<file path="config.mk">
export PLATFORM = sky130hd
export DESIGN_NAME = lsu_burst_seq
export DESIGN_NICKNAME = d
export VERILOG_FILES = /design/src/rtl/lsu_burst_seq.sv
export SDC_FILE = /design/constraint.sdc
export NUM_CORES = 1
export LEC_CHECK = 0
export ABC_AREA = 1
export CORE_UTILIZATION = 31
export DETAILED_ROUTE_END_ITERATION = 6
export GPL_ROUTABILITY_DRIVEN = 0
export PLACE_DENSITY = 0.88
export SYNTH_ARGS = -nofsm -noshare
export SYNTH_HDL_FRONTEND = slang
export SYNTH_SLANG_ARGS = --single-unit
</file>
<file path="constraint.sdc">
create_clock -name clk -period 2.45 [get_ports clk]
set_clock_uncertainty 0.15 [all_clocks]
set_input_delay 0.49 -clock clk [delete_from_list [all_inputs] [get_ports clk]]
set_output_delay 0.49 -clock clk [all_outputs]
set_load 0.005 [all_outputs]
</file>
<file path="src/rtl/lsu_burst_seq.sv">
// rtl/lsu_burst_seq.sv - multi-beat load/store sequencer between decode/register file and data SRAM
// Optional feature macro: LSU_BURST_ALIGN_CHECK_EN (address/register-pair alignment checking)
module lsu_burst_seq #(
  parameter int ADDR_W    = 7,
  parameter int DATA_W    = 32,
  parameter int MAX_BEATS = 4,
  parameter int BW        = $clog2(MAX_BEATS) + 1
) (
  input  logic              clk,
  input  logic              rst_n,
  input  logic              req_valid,
  output logic              req_ready,
  input  logic              req_write,
  input  logic [BW-1:0]     req_beats,
  input  logic [31:0]       req_addr,
  input  logic [4:0]        req_reg,
  output logic              stall,
  output logic              done,
  output logic              err,
  output logic [4:0]        rf_raddr,
  input  logic [DATA_W-1:0] rf_rdata,
  output logic              rf_we,
  output logic [4:0]        rf_waddr,
  output logic [DATA_W-1:0] rf_wdata,
  output logic              CEN,
  output logic              WEN,
  output logic              OEN,
  output logic [ADDR_W-1:0] A,
  output logic [DATA_W-1:0] Data2Mem,
  input  logic [DATA_W-1:0] ReadDataMem
);

  typedef enum logic [1:0] {IDLE, ACCESS, DRAIN} state_t;

  state_t            state;
  logic [BW-1:0]     beat_cnt;
  logic [BW-1:0]     beats_r;
  logic [ADDR_W-1:0] base_w;
  logic [4:0]        base_reg;
  logic              write_r;
  logic              done_r;
  logic              err_r;

  logic              accept;
  logic [BW-1:0]     eff_beats;
  logic              req_err;
  logic [4:0]        cur_reg;

  // The done cycle keeps req_ready low so the still-held request is not taken twice
  assign req_ready = (state == IDLE) && !done_r;
  assign accept    = req_valid && req_ready;
  assign stall     = (state != IDLE) || accept;
  assign done      = done_r || (state == DRAIN);
  assign err       = err_r;
  assign cur_reg   = base_reg + 5'(beat_cnt);

  // Zero beats means one; anything above MAX_BEATS is clamped
  always_comb begin
    eff_beats = req_beats;
    if (req_beats == '0)
      eff_beats = BW'(1);
    else if (req_beats > BW'(MAX_BEATS))
      eff_beats = BW'(MAX_BEATS);
  end

`ifdef LSU_BURST_ALIGN_CHECK_EN
  logic unused_addr;
  assign unused_addr = ^req_addr[31:ADDR_W+2];
  // Misaligned byte address, or a double-word pair starting on an odd register
  assign req_err = (req_addr[1:0] != 2'b00) || ((eff_beats == BW'(2)) && req_reg[0]);
`else
  logic unused_addr;
  assign unused_addr = ^{req_addr[31:ADDR_W+2], req_addr[1:0]};
  assign req_err = 1'b0;
`endif

  // Burst sequencing: capture request, step one beat per cycle, drain the last load word
  always_ff @(posedge clk or negedge rst_n) begin
    if (!rst_n) begin
      state    <= IDLE;
      beat_cnt <= '0;
      beats_r  <= '0;
      base_w   <= '0;
      base_reg <= '0;
      write_r  <= 1'b0;
      done_r   <= 1'b0;
      err_r    <= 1'b0;
    end else begin
      case (state)
        IDLE: begin
          done_r <= 1'b0;
          err_r  <= 1'b0;
          if (accept) begin
            beats_r  <= eff_beats;
            base_w   <= req_addr[ADDR_W+1:2];
            base_reg <= req_reg;
            write_r  <= req_write;
            beat_cnt <= '0;
            if (req_err) begin
              done_r <= 1'b1;
              err_r  <= 1'b1;
            end else begin
              state <= ACCESS;
            end
          end
        end
        ACCESS: begin
          // beat_cnt ends at beats_r so DRAIN addresses the last register as cur_reg-1
          beat_cnt <= beat_cnt + 1'b1;
          if (beat_cnt == beats_r - 1'b1) begin
            if (write_r) begin
              state  <= IDLE;
              done_r <= 1'b1;
            end else begin
              state <= DRAIN;
            end
          end
        end
        DRAIN: begin
          state <= IDLE;
        end
        default: begin
          state <= IDLE;
        end
      endcase
    end
  end

  // SRAM and register-file strobes decoded from the current beat; loads write back one beat late
  always_comb begin
    CEN      = 1'b1;
    WEN      = 1'b1;
    OEN      = 1'b1;
    A        = '0;
    Data2Mem = '0;
    rf_raddr = '0;
    rf_we    = 1'b0;
    rf_waddr = '0;
    rf_wdata = '0;
    case (state)
      ACCESS: begin
        CEN = 1'b0;
        A   = base_w + ADDR_W'(beat_cnt);
        if (write_r) begin
          WEN      = 1'b0;
          rf_raddr = cur_reg;
          Data2Mem = rf_rdata;
        end else begin
          OEN = 1'b0;
          if (beat_cnt != '0) begin
            rf_we    = 1'b1;
            rf_waddr = cur_reg - 5'd1;
            rf_wdata = ReadDataMem;
          end
        end
      end
      DRAIN: begin
        rf_we    = 1'b1;
        rf_waddr = cur_reg - 5'd1;
        rf_wdata = ReadDataMem;
      end
      default: begin
      end
    endcase
  end

endmodule

</file>
==> results <==
-- stage by stage --
stage	hold WS, ns	setup TNS, ns	std cells
floorplan	0.0444	0	353
CTS	0.404	-4.63	641
detailed placement	0.336	-9.93	616
global route	0.439	-8.31	645
global placement	0.322	-9.65	616
finish	0.406	-4.56	645
-- power groups by stage --
stage | sequential, mW | combinational, mW | clock [mW]
4_1_cts | 0.663 | 3.24 | 0.265
3_5_place_dp | 0.648 | 2.60 | 0
5_1_grt | 0.688 | 3.96 | 0.284
3_3_place_gp | 0.636 | 2.52 | 0
6_report | 0.673 | 3.65 | 0.267
2_1_floorplan | 0.640 | 1.24 | 0
-- per-layer routing --
metal / share of wire (%) / vias to the layer above / wire length [um]
met5: 0 / - / 0
met1: 35 / 1318 / 3240
met2: 54 / 146 / 5000
li1: - / 1435 / -
met3: 7.5 / 23 / 688
met4: 2.8 / 0 / 253
-- area by class of cell --
| class | instances | area (um2) |
|---|---|---|
| sequential | 22 | 552 |
| inverter | 97 | 377 |
| clock buffer | 4 | 55.1 |
| timing repair buffer | 223 | 2060 |
| tap | 77 | 96.3 |
| fill | 496 | 1800 |
| multi-input combinational | 222 | 1480 |
-- path summary, 6_finish.rpt --
kind | startpoint | end | cells after the start
max | base_reg[0] | rf_waddr[4] | 11
min | base_reg[2] | base_reg[2] | 2
max reg2reg | state[0] | beats_r[1] | 8
min reg2reg | base_reg[2] | base_reg[2] | 2
max in group asynchronous | rst_n | beat_cnt[2] | 2
min in group asynchronous | rst_n | beats_r[2] | 2
-- kinds of logic (layout without fill, tap and decap cells) --
| logic type | Yosys count | count (layout) | synth area share, % |
|---|---|---|---|
| AND/OR/NAND/NOR | 178 | 178 | 34.8 |
| buffers and inverters | 109 | 324 | 21.1 |
| AO/OA/AOI/OAI | 25 | 25 | 6.65 |
| flip-flops | 22 | 22 | 26.4 |
| adder cells (fa/ha/maj) | 15 | 15 | 9.71 |
| XOR/XNOR | 3 | 3 | 1.26 |
| other | 1 | 1 | 0.180 |
-- timing repair --
| action | in CTS | in global routing |
|---|---|---|
| endpoints found under the setup margin | 82 | 50 |
| pin swaps | 22 | 33 |
| gates cloned | 5 | 0 |
| gates resized for setup | 308 | 61 |
| setup buffers | 16 | 8 |
-- cells in the final DEF, fill, tap and decap left out, types with 2 or more instances in the layout --
cell type,n
clkdlybuf4s50_1,88
inv_1,86
nand2_1,64
nor2_1,54
buf_2,37
dlygate4sd2_1,33
nor2_4,29
buf_4,29
buf_6,25
dfrtp_1,21
o21ai_0,14
inv_2,8
nor2_2,8
nand3_1,8
nand2_2,7
ha_4,6
a21oi_1,5
ha_1,5
clkbuf_8,4
buf_16,4
nand3_2,3
o21ai_4,2
fa_2,2
ha_2,2
dlymetal6s2s_1,2
buf_12,2
-- critical path, stage by stage, from the launching register on --
cell	delay (ns)
dfrtp_1	0.40
ha_2	0.20
fa_2	0.54
inv_2	0.05
ha_4	0.16
inv_2	0.04
nor2_2	0.03
nand2_1	0.07
nand2_1	0.05
nand2_1	0.06
nor2_1	0.04
buf_2	0.12
==> qor.csv <==
metric,value,unit
status,"finished, violations left",
violations,"design-rule violations, negative setup slack",
seq_area_frac_synth,26.4,%
syn_inst,353,
use_met2,46.6,%
worst_slack,-0.212,ns
track_usage,23.4,%
syn_area,2090,um2
grt_use_met1,25.3,%
fp.dieH,84.1,um
fin_crit_sh,109,%
n_antenna_cell,0,
critPathRequiredTime,1.81,ns
finalHoldViolations,0,
slew_headroom,62.4,%
grt_max_degree,23,
nets,692,
io_buffers,170,
htreeDepth,1,
pre_cts_slack,-0.473,ns
yosysWarnings,0,
critical_path.max_fanout,2,
clockRootBuffer,clkbuf_8,
syn_nets,476,
synthTopCellsByCount,"inv_1, nor2_1, nand2_1, dfrtp_1, o21ai_0",
ys.flop_type,dfrtp_1,
clockBufferDepth,2,
synth.largest_area_cell,dfrtp_1,
synthArstFlopShare,100,%
path_clk_slew,0.08,ns
synth_seq_cells,22,
synth.distinct_cells,25,
antenna_found_initial,0,
drtIter0Drc,136,
clkLatencyLatePin,0.26,ns
rsz0062_at_grt,yes,
largest_register_ffs,7,
pwr-share-seq,14.7,%
remaining_drc_errors,30,
tightest_slew,0.564,ns
pwr-share-clk,5.8,%
p_switching,2.04,mW
io_pins,197,
syn2layout_area_growth,121,%
grt_pass1_wl,13.2,mm
wl_per_cell,14.2,um
swShare,44.5,%
p_int,2.55,mW
fin_crit,2.66,ns
power.leakage,2.63,nW
synth_edf_count,0,
p_per_area,993,nW/um2
vdd_ir_drop_max,0.723,mV
core,6420,um2
postPlaceCellArea,4030,um2
syn_avg_cell_area,5.92,um2
maxSlewViolCount,0,
r2r_slack,0.36,ns
grtUsageMet3,2.67,%
drtPass1Iterations,6,
power_frac_comb,79.5,%
max_clock_freq,0.376,GHz
critPathLaunchType,flop,
grt-ovfl-total,0,
dieArea,7070,um2
drv_cap,0,
drtAntennaViolNets,0,
synth_area_leaders,"dfrtp_1, inv_1, nor2_1",
hp-class,reg2reg,
die_w,84.1,um
viasPerCell,4.53,
via_count,2922,
synth.most_common_cell,inv_1,
p_total,4.59,mW
synth_top_area_share,26.4,%
hold_buffers,0,
path_class,reg2out,
numCtsBuffers,3,
hpwlAfterDp,6.07,mm
grt-busiest-layer,met2,
initial_core_util,32.5,%
final_util,72.0,%
finalSetupViolCount,43,
row_count,29,
grt_pass1_vias,2772,
design_area,4620,um2
cts_tree,yes,
worstPathArrival,2.02,ns
end_kind,output port,
routed_wl,9.18,mm
drive_gt1_share,32.0,%
cts.sinks,22,
No activity file was read; power rests on OpenSTA's default activity.
